## config.mk

```make
export PLATFORM = sky130hd
export DESIGN_NAME = instr_enc
export DESIGN_NICKNAME = d
export VERILOG_FILES = /design/src/rtl/instr_enc_pkg.sv /design/src/rtl/instr_pack.sv /design/src/rtl/instr_enc.sv
export SDC_FILE = /design/constraint.sdc
export NUM_CORES = 1
export LEC_CHECK = 0
export ABC_AREA = 1
export CAP_MARGIN = 20
export CORE_UTILIZATION = 47
export CTS_CLUSTER_DIAMETER = 30
export DETAILED_ROUTE_END_ITERATION = 12
export GPL_ROUTABILITY_DRIVEN = 0
export PLACE_DENSITY = 0.85
export SLEW_MARGIN = 25
export SYNTH_ARGS = -nofsm -noshare
export SYNTH_HDL_FRONTEND = slang
export SYNTH_SLANG_ARGS = --single-unit
```

## constraint.sdc

```tcl
create_clock -name clk -period 1.7 [get_ports clk]
set_clock_uncertainty 0.1 [all_clocks]
set_input_delay 0.34 -clock clk [delete_from_list [all_inputs] [get_ports clk]]
set_output_delay 0.34 -clock clk [all_outputs]
set_load 0.005 [all_outputs]
```

## src/rtl/instr_enc_pkg.sv

```systemverilog
// Shared definitions for the RV32 instruction encoder: immediate types (same
// encoding as the core's immediate decoder), field positions, immediate widths.
package instr_enc_pkg;

    typedef enum logic [1:0] {
        IMM_I = 2'd0,
        IMM_S = 2'd1,
        IMM_B = 2'd2,
        IMM_J = 2'd3
    } imm_type_t;

    localparam int OPCODE_LSB = 0;
    localparam int RD_LSB     = 7;
    localparam int FUNCT3_LSB = 12;
    localparam int RS1_LSB    = 15;
    localparam int RS2_LSB    = 20;

    localparam logic [5:0] IMM_W_I = 6'd12;
    localparam logic [5:0] IMM_W_S = 6'd12;
    localparam logic [5:0] IMM_W_B = 6'd13;
    localparam logic [5:0] IMM_W_J = 6'd21;

    typedef struct packed {
        logic [31:0] instr;
        logic        err;
    } enc_word_t;

    // True when imm equals the sign extension of its low w bits.
    function automatic logic imm_fits(input logic [31:0] imm, input logic [5:0] w);
        logic [5:0]         sh;
        logic signed [31:0] t;
        sh = 6'd32 - w;
        t  = $signed(imm) <<< sh;
        t  = t >>> sh;
        return (t == $signed(imm));
    endfunction

endpackage

```

## src/rtl/instr_pack.sv

```systemverilog
// Combinational field packer: instruction fields + immediate type -> 32-bit
// encoding and an out-of-range/misaligned flag. Errored words still pack truncated bits.
module instr_pack
    import instr_enc_pkg::*;
(
    input  imm_type_t   imm_type,
    input  logic [6:0]  opcode,
    input  logic [4:0]  rd,
    input  logic [2:0]  funct3,
    input  logic [4:0]  rs1,
    input  logic [4:0]  rs2,
    input  logic [31:0] imm,
    output enc_word_t   word
);

    logic [31:0] instr_s;
    logic        err_s;

    // Place register fields and scatter immediate bits per format.
    always_comb begin
        instr_s = 32'd0;
        err_s   = 1'b0;
        instr_s[OPCODE_LSB +: 7] = opcode;
        case (imm_type)
            IMM_I: begin
                instr_s[RD_LSB +: 5]     = rd;
                instr_s[FUNCT3_LSB +: 3] = funct3;
                instr_s[RS1_LSB +: 5]    = rs1;
                instr_s[31:20]           = imm[11:0];
                err_s = !imm_fits(imm, IMM_W_I);
            end
            IMM_S: begin
                instr_s[FUNCT3_LSB +: 3] = funct3;
                instr_s[RS1_LSB +: 5]    = rs1;
                instr_s[RS2_LSB +: 5]    = rs2;
                instr_s[31:25]           = imm[11:5];
                instr_s[11:7]            = imm[4:0];
                err_s = !imm_fits(imm, IMM_W_S);
            end
            IMM_B: begin
                instr_s[FUNCT3_LSB +: 3] = funct3;
                instr_s[RS1_LSB +: 5]    = rs1;
                instr_s[RS2_LSB +: 5]    = rs2;
                instr_s[31]              = imm[12];
                instr_s[30:25]           = imm[10:5];
                instr_s[11:8]            = imm[4:1];
                instr_s[7]               = imm[11];
                err_s = !imm_fits(imm, IMM_W_B) || imm[0];
            end
            IMM_J: begin
                instr_s[RD_LSB +: 5] = rd;
                instr_s[31]          = imm[20];
                instr_s[30:21]       = imm[10:1];
                instr_s[20]          = imm[11];
                instr_s[19:12]       = imm[19:12];
                err_s = !imm_fits(imm, IMM_W_J) || imm[0];
            end
            default: begin
                instr_s = 32'd0;
                err_s   = 1'b1;
            end
        endcase
    end

    assign word = '{instr: instr_s, err: err_s};

endmodule

```

## src/rtl/instr_enc.sv

```systemverilog
// Streaming RV32 instruction encoder with two-entry output buffer and sequential
// imem address. Define INSTR_ENC_ERR_CNT_EN to add the saturating err_cnt output.
module instr_enc
    import instr_enc_pkg::*;
#(
    parameter int ADDR_W    = 8,
    parameter int BASE_ADDR = 0
) (
    input  logic              clk,
    input  logic              rst,
    input  logic              in_valid,
    output logic              in_ready,
    input  logic [1:0]        in_type,
    input  logic [6:0]        in_opcode,
    input  logic [4:0]        in_rd,
    input  logic [2:0]        in_funct3,
    input  logic [4:0]        in_rs1,
    input  logic [4:0]        in_rs2,
    input  logic [31:0]       in_imm,
    output logic              out_valid,
    input  logic              out_ready,
    output logic [31:0]       out_instr,
    output logic [ADDR_W-1:0] out_addr,
    output logic              out_err,
    input  logic              err_clr,
    output logic              err_sticky
`ifdef INSTR_ENC_ERR_CNT_EN
    ,
    output logic [7:0]        err_cnt
`endif
);

    localparam logic [ADDR_W-1:0] BASE_A = ADDR_W'(BASE_ADDR);
    localparam logic [ADDR_W-1:0] LAST_A = {ADDR_W{1'b1}};
    localparam logic [ADDR_W-1:0] ONE_A  = ADDR_W'(1);

    enc_word_t         pack_word_s;
    enc_word_t         out_word_r, out_word_nxt_s;
    enc_word_t         skid_word_r, skid_word_nxt_s;
    logic              out_valid_r, out_valid_nxt_s;
    logic              skid_valid_r, skid_valid_nxt_s;
    logic              in_ready_r;
    logic [ADDR_W-1:0] addr_r, addr_nxt_s;
    logic              err_sticky_r, err_sticky_nxt_s;
    logic              acc_s, drain_s, err_hs_s;

    instr_pack u_pack (
        .imm_type (imm_type_t'(in_type)),
        .opcode   (in_opcode),
        .rd       (in_rd),
        .funct3   (in_funct3),
        .rs1      (in_rs1),
        .rs2      (in_rs2),
        .imm      (in_imm),
        .word     (pack_word_s)
    );

    assign acc_s    = in_valid && in_ready_r;
    assign drain_s  = out_valid_r && out_ready;
    assign err_hs_s = drain_s && out_word_r.err;

    // Buffer next state: skid refills the output first, so FIFO order holds.
    always_comb begin
        out_valid_nxt_s  = out_valid_r;
        out_word_nxt_s   = out_word_r;
        skid_valid_nxt_s = skid_valid_r;
        skid_word_nxt_s  = skid_word_r;
        if (!out_valid_r || drain_s) begin
            if (skid_valid_r) begin
                out_valid_nxt_s  = 1'b1;
                out_word_nxt_s   = skid_word_r;
                skid_valid_nxt_s = acc_s;
                skid_word_nxt_s  = acc_s ? pack_word_s : skid_word_r;
            end else begin
                out_valid_nxt_s  = acc_s;
                out_word_nxt_s   = acc_s ? pack_word_s : out_word_r;
            end
        end else begin
            if (acc_s) begin
                skid_valid_nxt_s = 1'b1;
                skid_word_nxt_s  = pack_word_s;
            end else begin
                skid_valid_nxt_s = skid_valid_r;
                skid_word_nxt_s  = skid_word_r;
            end
        end
    end

    // Address advances per output handshake; the all-ones address wraps to base.
    always_comb begin
        if (drain_s) begin
            addr_nxt_s = (addr_r == LAST_A) ? BASE_A : (addr_r + ONE_A);
        end else begin
            addr_nxt_s = addr_r;
        end
    end

    // Sticky error: a set on this cycle's handshake beats a same-cycle clear.
    always_comb begin
        if (err_hs_s) begin
            err_sticky_nxt_s = 1'b1;
        end else if (err_clr) begin
            err_sticky_nxt_s = 1'b0;
        end else begin
            err_sticky_nxt_s = err_sticky_r;
        end
    end

    // State registers.
    always_ff @(posedge clk) begin
        if (rst) begin
            out_valid_r  <= 1'b0;
            out_word_r   <= '{instr: 32'd0, err: 1'b0};
            skid_valid_r <= 1'b0;
            skid_word_r  <= '{instr: 32'd0, err: 1'b0};
            in_ready_r   <= 1'b0;
            addr_r       <= BASE_A;
            err_sticky_r <= 1'b0;
        end else begin
            out_valid_r  <= out_valid_nxt_s;
            out_word_r   <= out_word_nxt_s;
            skid_valid_r <= skid_valid_nxt_s;
            skid_word_r  <= skid_word_nxt_s;
            in_ready_r   <= !skid_valid_nxt_s;
            addr_r       <= addr_nxt_s;
            err_sticky_r <= err_sticky_nxt_s;
        end
    end

    assign in_ready   = in_ready_r;
    assign out_valid  = out_valid_r;
    assign out_instr  = out_word_r.instr;
    assign out_err    = out_word_r.err;
    assign out_addr   = addr_r;
    assign err_sticky = err_sticky_r;

`ifdef INSTR_ENC_ERR_CNT_EN
    logic [7:0] err_cnt_r;

    // Errored-handshake counter: saturates at 255, clear plus increment gives 1.
    always_ff @(posedge clk) begin
        if (rst) begin
            err_cnt_r <= 8'd0;
        end else if (err_clr) begin
            err_cnt_r <= err_hs_s ? 8'd1 : 8'd0;
        end else if (err_hs_s && (err_cnt_r != 8'd255)) begin
            err_cnt_r <= err_cnt_r + 8'd1;
        end else begin
            err_cnt_r <= err_cnt_r;
        end
    end

    assign err_cnt = err_cnt_r;
`endif

endmodule

```

# --- Word level (Yosys, flattened, before mapping) ---
# Index checks and enable logic that the tools add are counted.
word_totals:
  output_inout_bits: 44
  regBits: 78
classes:
  eq_ne: 8
  muxes: 14
  n_addsub: 1
  reduce_logical: 16
ops:
  columns: ["op", "count"]
  rows:
  - ["$mux 33", 5]
  - ["$pmux 25 s4", 1]
  - ["$eq 1x20->1", 1]
  - ["$eq 1x19->1", 1]
  - ["$eq 1x11->1", 1]
  - ["$add 8x1->8 const B", 1]
  - ["$eq 8x8->1 const B", 1]
  - ["$mux 8", 1]
  - ["$mux 1", 6]
  - ["$logic_not 1->1", 5]
  - ["$eq 2x2->1 const B", 2]
  - ["$reduce_bool 2->1", 2]
  - ["$logic_and 1x1->1", 3]
  - ["$logic_or 1x1->1", 3]
  - ["$pmux 1 s3", 1]
  - ["$eq 2x1->1 const B", 1]
  - ["$logic_not 2->1", 1]
  - ["$ne 2x2->1 const B", 1]
  - ["$reduce_and 2->1", 1]
  - ["$reduce_or 2->1", 1]

# --- Logic depth before layout (Yosys ltp) ---
# Gate-level depths: netlist of run 1.
depth:
  word_depth: 7
  mapped_depth: 12

# --- Hierarchy ---
# A second synthesis of run 1 with hierarchy kept.
unflattened:
  hier_cells: 619
  area_unflattened_um2: 4015.1
by_module_without_submodules:
  columns: ["module", "area_per_inst_um2", "cells_per_inst", "n_inst"]
  rows:
  - ["instr_enc", 3311.9, 468, 1]
  - ["instr_pack", 703.2, 151, 1]

# --- Worst setup path before layout of run 1 ---
# Ideal clock, no wire load.
synth_timing:
  kind: "register to register"
  startpoint: "register addr_r[1] (netlist: out_addr[1])"
  endpoint: "register addr_r[7] (netlist: out_addr[7])"
  path_stages_with_launch: 8
  setup_ns: 0.115
  path_slack_ns: 0.221
  arrival_ns: 1.265
  path_cell_list: "dfxtp_1 ha_1 nand2_1 nor2_1 nand3_1 o21ai_0 a21oi_1 o21a_1"
synth_via:
  elab_chain_cells: 2
  elab_cells_between_ends: 3
  classes_between: "1 x add/sub; 1 x eq/ne; 1 x mux"
synth_rtl:
  columns: ["item", "line", "text"]
  rows:
  - ["start: declaration", "instr_enc.sv:43", "logic [ADDR_W-1:0] addr_r, addr_nxt_s;"]
  - ["start signal: assignment", "instr_enc.sv:125", "addr_r <= addr_nxt_s;"]
  - ["$add 8x1->8 / $eq 8x8->1 (equally long branches)", "instr_enc.sv:92", "addr_nxt_s = (addr_r == LAST_A) ? BASE_A : (addr_r + ONE_A);"]
  - ["$mux 8 (*)", "instr_enc.sv:92", null]
# Every way passes the cells marked *; elsewhere a longest branch is shown, timed or not.
# A chain may end at the register's enable or synchronous reset.

# --- Final worst setup path of run 1 ---
layout_timing:
  startpoint: "register out_word_r, in the netlist out_instr[31]"
  endpoint: "output port out_instr[31]"
layout_rtl:
  columns: ["item", "line", "text"]
  rows:
  - ["start: declaration", "instr_enc.sv:38", "enc_word_t out_word_r, out_word_nxt_s;"]
  - ["start signal: assignment", "instr_enc.sv:113", "out_word_r <= '{instr: 32'd0, err: 1'b0};"]
  - ["start signal: assignment", "instr_enc.sv:121", "out_word_r <= out_word_nxt_s;"]
  - ["end: declaration", "instr_enc.sv:22", "output logic [31:0] out_instr,"]
# No word-level cell between the ends.

==> results of run 1 <==
layout by cell type, fill, tap and decap left out, drive strengths merged, types with 13 or more instances in the layout:
master,instances
a21oi,60
buf,37
nand2,117
o21ai,77
nor2,71
a31oi,13
dlymetal6s2s,13
inv,39
dfxtp,78
clkdlybuf4s50,94
how the worst min path moves through the flow:
stage / from / endpoint / slack, ns / cells past startpoint
after global routing: skid_word_r[13] / skid_word_r[13] / 0.39 / 2
after CTS: skid_word_r[14] / skid_word_r[14] / 0.37 / 2
after floorplan: skid_word_r[20] / skid_word_r[20] / 0.34 / 2
after detailed placement: skid_word_r[14] / skid_word_r[14] / 0.36 / 2
after global placement: skid_word_r[18] / skid_word_r[18] / 0.35 / 2
final: skid_word_r[17] / skid_word_r[17] / 0.37 / 2
kinds of logic after synthesis:
family	after synthesis	synth area share [%]
adders and majority gates	1	0.346
and+or+nand+nor	217	24.7
xor gates and xnor gates	3	0.727
buffers and inverters	68	7.86
AOI/OAI and AO/OA	157	23.1
DFF	78	43.2
registers in the layout (all words and copies together) (netlist names):
| signal | cells |
|---|---|
| out_addr | 8 |
| skid_valid_r | 1 |
| out_instr | 32 |
| out_err | 1 |
| err_sticky | 1 |
| in_ready | 1 |
| skid_word_r | 33 |
| out_valid | 1 |
power by group through the flow:
stage | clock [W] | combinational [W] | sequential, W
finish | 0.00142 | 0.000708 | 0.00195
global route | 0.00151 | 0.000776 | 0.00196
CTS | 0.00144 | 0.000709 | 0.00195
detailed placement | 0 | 0.000705 | 0.00199
global placement | 0 | 0.000686 | 0.00199
floorplan | 0 | 0.000275 | 0.00199
cell type report:
class	instances	area share, %
Inverter	39	2.89
Tap cell	99	2.34
Clock buffer	10	2.60
Sequential cell	78	30.0
Clock inverter	6	1.30
Multi-Input combinational cell	378	33.8
Timing Repair Buffer	144	27.1
stage by stage:
step | worst slack, ns | util [%]
detailed placement | -0.262 | 68.4
finish | 0.0478 | 72.1
global placement | -0.200 | 68.4
global route | -0.00662 | 72.1
CTS | 0.00423 | 71.3
floorplan | 0.221 | -
what timing repair did:
action	CTS	global route
endpoints found under the setup margin	5	18
resized for setup	5	28
pin swaps	0	5
routing by layer:
layer	wire (µm)	global-route usage, %	vias up
met1	4230	29.8	1835
li1	-	-	1985
met4	142	7.94	0
met2	5070	45.3	148
met5	0	0	-
met3	530	4.84	15
==> out/metrics.cfg, run 1 <==
[clock_tree]
htree_num_levels=3
clk_path_buf_depth=2
clockRootBuffer=clkbuf_8
cts_buffers=9
post-cts-setup-buffers=0
hold_buffers=0
clk_latency_ns=0.34
clk_pin_slew_ns=0.08
cts_tree=done
cts_sinks=78

[synth]
ys_seq_area_share_pct=43.2
synth_edf_count=0
synth.most_common_cell=nand2_1
avgSynthCellArea_um2=6.90
yosysTopAreaCell=dfxtp_1
synth_top_area_share_pct=43.2
netlist_instances=524
ys_top_cells_by_area=dfxtp_1 (43%), nand2_1 (12%), o21ai_0 (9.8%)
async_flop_share_pct=0
ys.flop_type=dfxtp_1
synth_warnings=0
ys_top_cells_by_count=nand2_1 (116), dfxtp_1 (78), o21ai_0 (71), nor2_1 (70), a21oi_1 (59)
ys_types=37
syn_area_mm2=0.00361
synth_fp_nets=589
ys_ff_latch=78

[worst_setup_path]
path_max_fanout=2
cpPeakStageDelay_ns=0.51
rr_startpoint=out_valid
critical_path_depth=1
r2r-end=skid_word_r[29]
required_ns=1.26
reg2regPathDepth=7
worstSetupStartpoint=out_instr[31]
worstSetupEndpointType=output pin
slowest_stage=clkdlybuf4s50_1
crit_end=out_instr[31]
path_cells=clkdlybuf4s50_1
worst_ep_arrival_time_ns=1.21
cp-start-kind=register
crit_buf_inv=1
reg2reg_slack_ns=0.20
critical_path_class=reg -> out
critPathTopFamily=buffers and inverters

[route]
drc_errors=0
ant_nets=0
dr_total_vias=3983
via_per_inst=5.28
wl_um=9970
wl_per_cell_um=13.2
drtIter0Drc=234
dr.pass1.iters=5

[floorplan]
core_area_mm2=0.00733
die_h_um=89.7
ioPinCount=108
dieArea_mm2=0.00805
fp-row-count=31
initial_core_util_pct=49.3
fp.dieW_um=89.7

[global_routing]
grt_usage_pct=25.0
grt_pass1_vias=3586
grt_first_pass_wirelength_um=15600
antenna_found_initial=0
overflow=0
grt_max_degree=38

[power]
swShare_pct=26.0
comb_power_share_pct=17.3
leakage_nw=2.42
cellPowerDensity_mw_per_mm2=773
p_total_w=0.00408
p_sw_w=0.00106
seqPwrFrac_pct=47.8
clkPwrFrac_pct=34.9
irDropWorstVdd_uv=676
p_int_w=0.00302

[final_layout]
drive_gt1_share_pct=13.0
final_nets=715
fin_cells=754
multi_input_area_mm2=0.00179
final_area_mm2=0.00529
seq_area_mm2=0.00158
area_growth_pct=46.3
num_antenna_cells=0
fill_cells=550

[sta]
worst_pin_slew_ns=0.499
max_slew_margin_pct=66.7
hold_violations=0
period_share_pct=97.2
setup_violations=0
drv_slew=0
period_needed_ns=1.65
setup_tns_ns=0
whs_ns=0.366
fmax_mhz=605

[placed_design]
dpl.hpwl_um=7070
dpl_cell_area_mm2=0.00501
portBuffers=107
placedCellCount=738

[outcome]
run_status=complete, no violations

[worst_hold_path]
hold_class=reg -> reg

[run]
maxCapViolCount=0

(Power assumes the default switching activity.)
==> inputs of run 2 (changes only) <==
--- a/config.mk
+++ b/config.mk
@@ -9,9 +9,10 @@
 export CAP_MARGIN = 20
 export CORE_UTILIZATION = 47
 export CTS_CLUSTER_DIAMETER = 30
+export CTS_CLUSTER_SIZE = 12
 export DETAILED_ROUTE_END_ITERATION = 12
 export GPL_ROUTABILITY_DRIVEN = 0
-export PLACE_DENSITY = 0.85
+export PLACE_DENSITY = 0.79
 export SLEW_MARGIN = 25
 export SYNTH_ARGS = -nofsm -noshare
 export SYNTH_HDL_FRONTEND = slang
==> run 2 against run 1 <==
  * Sequential share of layout area increased by 0.18 points
  * Global-route usage increased by 0.73 points
  * First-iteration DRC count decreased by 11%
  * Combinational power is 1% lower
  * Critical path type unchanged
  * Largest power group unchanged
==> out/metrics.cfg, run 2 (same netlist as run 1, synthesis figures left out) <==
[power]
seqPwrFrac_pct=47.0  ; -0.8 points
p_total_w=0.00415  ; +1.6%
cellPowerDensity_mw_per_mm2=790  ; +2.2%
clkPwrFrac_pct=36.1  ; +1.2 points
leakage_nw=2.37  ; -2.0%
irDropWorstVdd_uv=601  ; -11%
comb_power_share_pct=16.9  ; -0.4 points
p_int_w=0.00312  ; +3.0%
swShare_pct=24.9  ; -1.0 points
p_sw_w=0.00103  ; -2.4%

[global_routing]
antenna_found_initial=0  ; unchanged
grt_max_degree=38  ; unchanged
grt_usage_pct=25.8  ; +0.73 points
grt_first_pass_wirelength_um=16200  ; +3.7%
overflow=0  ; unchanged
grt_pass1_vias=3850  ; +7.4%

[sta]
fmax_mhz=605  ; about the same
whs_ns=0.374  ; +0.00758 ns
setup_tns_ns=0  ; unchanged
rsz0062_at_grt=true
hold_violations=0  ; unchanged
setup_violations=0  ; unchanged
worst_pin_slew_ns=0.394  ; -0.105 ns
max_slew_margin_pct=73.8  ; +7.0 points
period_share_pct=97.3  ; about the same
fin_ws_ns=0.0464  ; -0.00142 ns
drv_slew=0  ; unchanged
period_needed_ns=1.65  ; +0.00142 ns

[worst_setup_path]
slowest_stage=clkdlybuf4s50_1
worst_ep_arrival_time_ns=1.21  ; about the same
required_ns=1.26  ; about the same
cpPeakStageDelay_ns=0.51  ; about the same
reg2regPathDepth=7  ; unchanged
worstSetupStartpoint=out_instr[12]
r2r-end=skid_word_r[21]
path_cells=clkdlybuf4s50_1
critPathTopFamily=buffers and inverters
path_max_fanout=2  ; unchanged
worstSetupEndpointType=output pin
crit_buf_inv=1  ; unchanged
reg2reg_slack_ns=0.22  ; +0.02 ns
cp-start-kind=register
rr_startpoint=out_valid
critical_path_class=reg -> out

[worst_hold_path]
holdPathStages=2  ; unchanged
hold_class=reg -> reg
min-delay-start=skid_word_r[16]
hold_path_end=skid_word_r[16]

[floorplan]
core_area_mm2=0.00733  ; unchanged
initial_core_util_pct=49.3  ; unchanged
dieArea_mm2=0.00805  ; unchanged
die_h_um=89.7  ; unchanged
ioPinCount=108  ; unchanged
fp-row-count=31  ; unchanged
fp.dieW_um=89.7  ; unchanged

[final_layout]
regMostFlops=skid_word_r
drive_gt1_share_pct=12.5  ; -0.46 points
largest_reg_flops=33  ; unchanged
fill_cells=580  ; +5.5%
num_antenna_cells=0  ; unchanged
layout_commonest_cell=nand2_1
final_cell_mix=nand2_1 (116), clkdlybuf4s50_1 (98), o21ai_0 (70)
fin_cells=754  ; unchanged
area_growth_pct=45.4
final_nets=716  ; +0.14%

[placed_design]
dp_slack_ns=-0.329  ; -0.0667 ns
dpl.hpwl_um=7170  ; +1.4%
portBuffers=107  ; unchanged
placedCellCount=739  ; +0.14%

[route]
drc_errors=0  ; unchanged
wl_per_cell_um=13.3  ; +0.53%
dr_total_vias=3998  ; +0.38%
via_per_inst=5.30  ; +0.38%
drtIter0Drc=208  ; -11%
wl_um=10000  ; +0.53%
dr.pass1.iters=7  ; +2
ant_nets=0  ; unchanged

[clock_tree]
clk_path_buf_depth=2  ; unchanged
clockRootBuffer=clkbuf_8
cts_buffers=9  ; unchanged
cts_tree=done
clk_latency_ns=0.35  ; about the same
clk_pin_slew_ns=0.08  ; about the same
htree_num_levels=3  ; unchanged
cts_sinks=78  ; unchanged
post-cts-setup-buffers=0  ; unchanged

[run]
maxCapViolCount=0  ; unchanged

[outcome]
run_status=complete, no violations

[run 2: metal layers]
| layer | up-vias | global-route usage [%] | routed length (µm) |
|---|---|---|---|
| met5 | - | 0 | 0 |
| met4 | 0 | 8.95 | 180 |
| met3 | 19 | 6.03 | 562 |
| met2 | 145 | 45.5 | 4980 |
| met1 | 1852 | 30.7 | 4300 |
| li1 | 1982 | - | - |
[run 2: worst max-delay path by stage]
stage | cells after the start | slack [ns] | end
6_report | 1 | 0.05 | out_instr[12]
5_1_grt | 12 | -0.001 | out_err
4_1_cts | 1 | 0.003 | out_addr[5]
3_5_place_dp | 7 | -0.33 | skid_word_r[14]
3_3_place_gp | 12 | -0.23 | out_err
2_1_floorplan | 7 | 0.22 | out_addr[7]
[run 2: what timing repair did]
item / 4_1_cts / 5_1_grt
pin swaps: 0 / 1
gates resized for setup: 5 / 27
hold buffers: 0 / 0
endpoints found under the setup margin: 5 / 21
[run 2: final cells by class]
class	instances	area (µm²)	share of cell area (%)
Clock inverter	5	85.1	1.62
Multi-Input combinational cell	378	1790	34.0
Sequential cell	78	1580	30.1
Clock buffer	10	128	2.43
Timing Repair Buffer	145	1390	26.5
Tap cell	99	124	2.36
Inverter	39	155	2.95
[run 2: through the flow]
step / instance area (µm²) / utilization (%)
after floorplan: 3610 / -
after global placement: 4980 / 67.9
after detailed placement: 4980 / 67.9
after CTS: 5190 / 70.9
after global routing: 5260 / 71.7
final: 5260 / 71.7
[run 2: power groups by stage]
| stage | clock network, W | registers, W | logic [W] |
|---|---|---|---|
| after global placement | 0 | 0.00199 | 0.000677 |
| after floorplan | 0 | 0.00199 | 0.000275 |
| after detailed placement | 0 | 0.00199 | 0.000693 |
| final | 0.00150 | 0.00195 | 0.000700 |
| after CTS | 0.00152 | 0.00195 | 0.000697 |
| after global routing | 0.00159 | 0.00196 | 0.000773 |
==> inputs of run 3 (changes only) <==
--- a/config.mk
+++ b/config.mk
@@ -7,8 +7,9 @@
 export LEC_CHECK = 0
 export ABC_AREA = 1
 export CAP_MARGIN = 20
+export CORE_ASPECT_RATIO = 1.75
 export CORE_UTILIZATION = 47
-export CTS_CLUSTER_DIAMETER = 30
+export CTS_CLUSTER_DIAMETER = 100
 export CTS_CLUSTER_SIZE = 12
 export DETAILED_ROUTE_END_ITERATION = 12
 export GPL_ROUTABILITY_DRIVEN = 0
==> run 3 against run 2 <==
  * Total power grew 15%
  * Register-to-register slack lost 0.07 ns
  * Maximum frequency shrank 0.65%
  * First-iteration DRC count grew 3.4%
  * Final area grew 2.3%
  * Die area grew 0.18%
  * Non-clock buffer count grew 2
  * Worst hold slack lost 0.012 ns
  * Clock-buffer cell count grew 3
  * Utilization shrank 0.17 points
  * Via count shrank 0.38%
  * Critical path type unchanged
  * Largest cell class unchanged
==> out/metrics.cfg, run 3 (same netlist as run 1, synthesis figures left out) <==
[worst_setup_path]
crit_buf_inv=1  ; unchanged
cp-start-kind=register
reg2reg_slack_ns=0.15  ; -0.07 ns
worstSetupEndpointType=output pin
critical_path_class=reg -> out
critical_path_depth=1  ; unchanged
reg2regPathDepth=7  ; unchanged
critPathTopFamily=buffers and inverters
worst_ep_arrival_time_ns=1.22  ; about the same
path_max_fanout=2  ; unchanged
rr_startpoint=out_addr[0]
slowest_stage=clkdlybuf4s50_1
r2r-end=out_addr[5]
cpPeakStageDelay_ns=0.52  ; about the same
path_cells=clkdlybuf4s50_1
required_ns=1.26  ; about the same

[power]
comb_power_share_pct=14.8  ; -2.1 points
p_sw_w=0.00106  ; +2.2%
seqPwrFrac_pct=41.0  ; -6.0 points
p_int_w=0.00371  ; +19%
leakage_nw=2.36  ; -0.43%
irDropWorstVdd_uv=572  ; -4.8%
swShare_pct=22.2  ; -2.7 points
clkPwrFrac_pct=44.1  ; +8.0 points
cellPowerDensity_mw_per_mm2=886  ; +12%

[global_routing]
grt_pass1_vias=3830  ; -0.52%
grt_max_degree=39  ; +2.6%
overflow=0  ; unchanged
grt_first_pass_wirelength_um=16400  ; +1.2%
antenna_found_initial=0  ; unchanged
grt_usage_pct=26.6  ; +0.83 points

[clock_tree]
clockRootBuffer=clkbuf_16
htree_num_levels=3  ; unchanged
clk_pin_slew_ns=0.06  ; -0.02 ns
clk_latency_ns=0.33  ; -0.02 ns
cts_sinks=78  ; unchanged
cts_tree=done
clk_path_buf_depth=2  ; unchanged
cts_buffers=9  ; unchanged
hold_buffers=0  ; unchanged

[sta]
hold_violations=0  ; unchanged
setup_tns_ns=0  ; unchanged
worst_pin_slew_ns=0.401  ; +0.00708 ns
period_share_pct=97.9  ; +0.64 points
period_needed_ns=1.66  ; +0.0109 ns
setup_violations=0  ; unchanged
fmax_mhz=601  ; -0.65%
max_slew_margin_pct=73.3  ; -0.47 points
drv_slew=0  ; unchanged
rsz0062_at_grt=true

[placed_design]
placedCellCount=730  ; -1.2%
dpl.hpwl_um=7280  ; +1.5%
portBuffers=107  ; unchanged

[floorplan]
initial_core_util_pct=48.1  ; -1.2 points
ioPinCount=108  ; unchanged
fp-row-count=42  ; +35%
fp.dieW_um=68.3  ; -24%
die_h_um=118  ; +32%
dieArea_mm2=0.00806  ; +0.18%
core_area_mm2=0.00751  ; +2.5%

[route]
drc_errors=0  ; unchanged
wl_um=10100  ; +0.87%
dr_total_vias=3983  ; -0.38%
wl_per_cell_um=13.6  ; +1.9%
ant_nets=0  ; unchanged
drtIter0Drc=215  ; +3.4%
dr.pass1.iters=4  ; -3
via_per_inst=5.34  ; +0.69%

[worst_hold_path]
holdPathStages=2  ; unchanged
min-delay-start=err_sticky
hold_path_end=err_sticky
hold_class=reg -> reg

[final_layout]
regMostFlops=skid_word_r
num_antenna_cells=0  ; unchanged
drive_gt1_share_pct=11.6  ; -0.97 points
final_cell_mix=nand2_1 (116), clkdlybuf4s50_1 (102), dfxtp_1 (74)
layout_commonest_cell=nand2_1
largest_reg_flops=33  ; unchanged
fin_cells=746  ; -1.1%
final_nets=718  ; +0.28%
area_growth_pct=48.7

[outcome]
run_status=complete, no violations

[run]
maxCapViolCount=0  ; unchanged

-- run 3: power groups by stage --
| stage | registers, W | logic (W) | clock network (W) |
|---|---|---|---|
| after floorplan | 0.00199 | 0.000275 | 0 |
| after global placement | 0.00199 | 0.000686 | 0 |
| after detailed placement | 0.00199 | 0.000704 | 0 |
| after CTS | 0.00195 | 0.000708 | 0.00214 |
| after global routing | 0.00196 | 0.000779 | 0.00222 |
| final | 0.00195 | 0.000707 | 0.00210 |
-- run 3: cell type report --
class	count	area, µm²
Sequential cell	78	1570
Multi-Input combinational cell	378	1790
Clock buffer	13	270
Timing Repair Buffer	147	1420
Clock inverter	3	65.1
Fill cell	606	2140
Tap cell	88	110
Inverter	39	155
-- run 3: repair_timing --
action / in CTS / in global routing
pin swaps: 0 / 1
resized for setup: 2 / 12
buffers inserted: 0 / 0
hold endpoints to repair: 0 / 0
endpoints found under the setup margin: 2 / 30
-- run 3: worst max path at each step --
stage / from / to / slack [ns]
floorplan: out_addr[1] / out_addr[7] / 0.22
global placement: in_imm[12] / out_err / -0.24
detailed placement: in_imm[12] / out_err / -0.31
CTS: out_addr[3] / out_addr[3] / 0.002
global route: in_imm[22] / out_err / -0.08
finish: out_instr[14] / out_instr[14] / 0.04
-- run 3: stage by stage --
| stage | util (%) | setup slack [ns] | total power, W | hold slack, ns | area [µm²] |
|---|---|---|---|---|---|
| after floorplan | - | 0.221 | 0.00226 | 0.340 | 3610 |
| after global placement | 66.7 | -0.245 | 0.00267 | 0.350 | 5010 |
| after detailed placement | 66.7 | -0.309 | 0.00270 | 0.352 | 5010 |
| after CTS | 71.2 | 0.00247 | 0.00480 | 0.362 | 5350 |
| after global routing | 71.5 | -0.0755 | 0.00496 | 0.373 | 5380 |
| final | 71.5 | 0.0355 | 0.00476 | 0.361 | 5380 |
-- run 3: metal layers --
layer	global-route usage (%)	share of wire [%]	up-vias	wire, µm
li1	-	-	1994	-
met1	27.0	38	1854	3800
met2	48.3	56	115	5680
met3	6.10	4.1	20	419
met4	11.8	2.1	0	216
met5	0	0	-	0
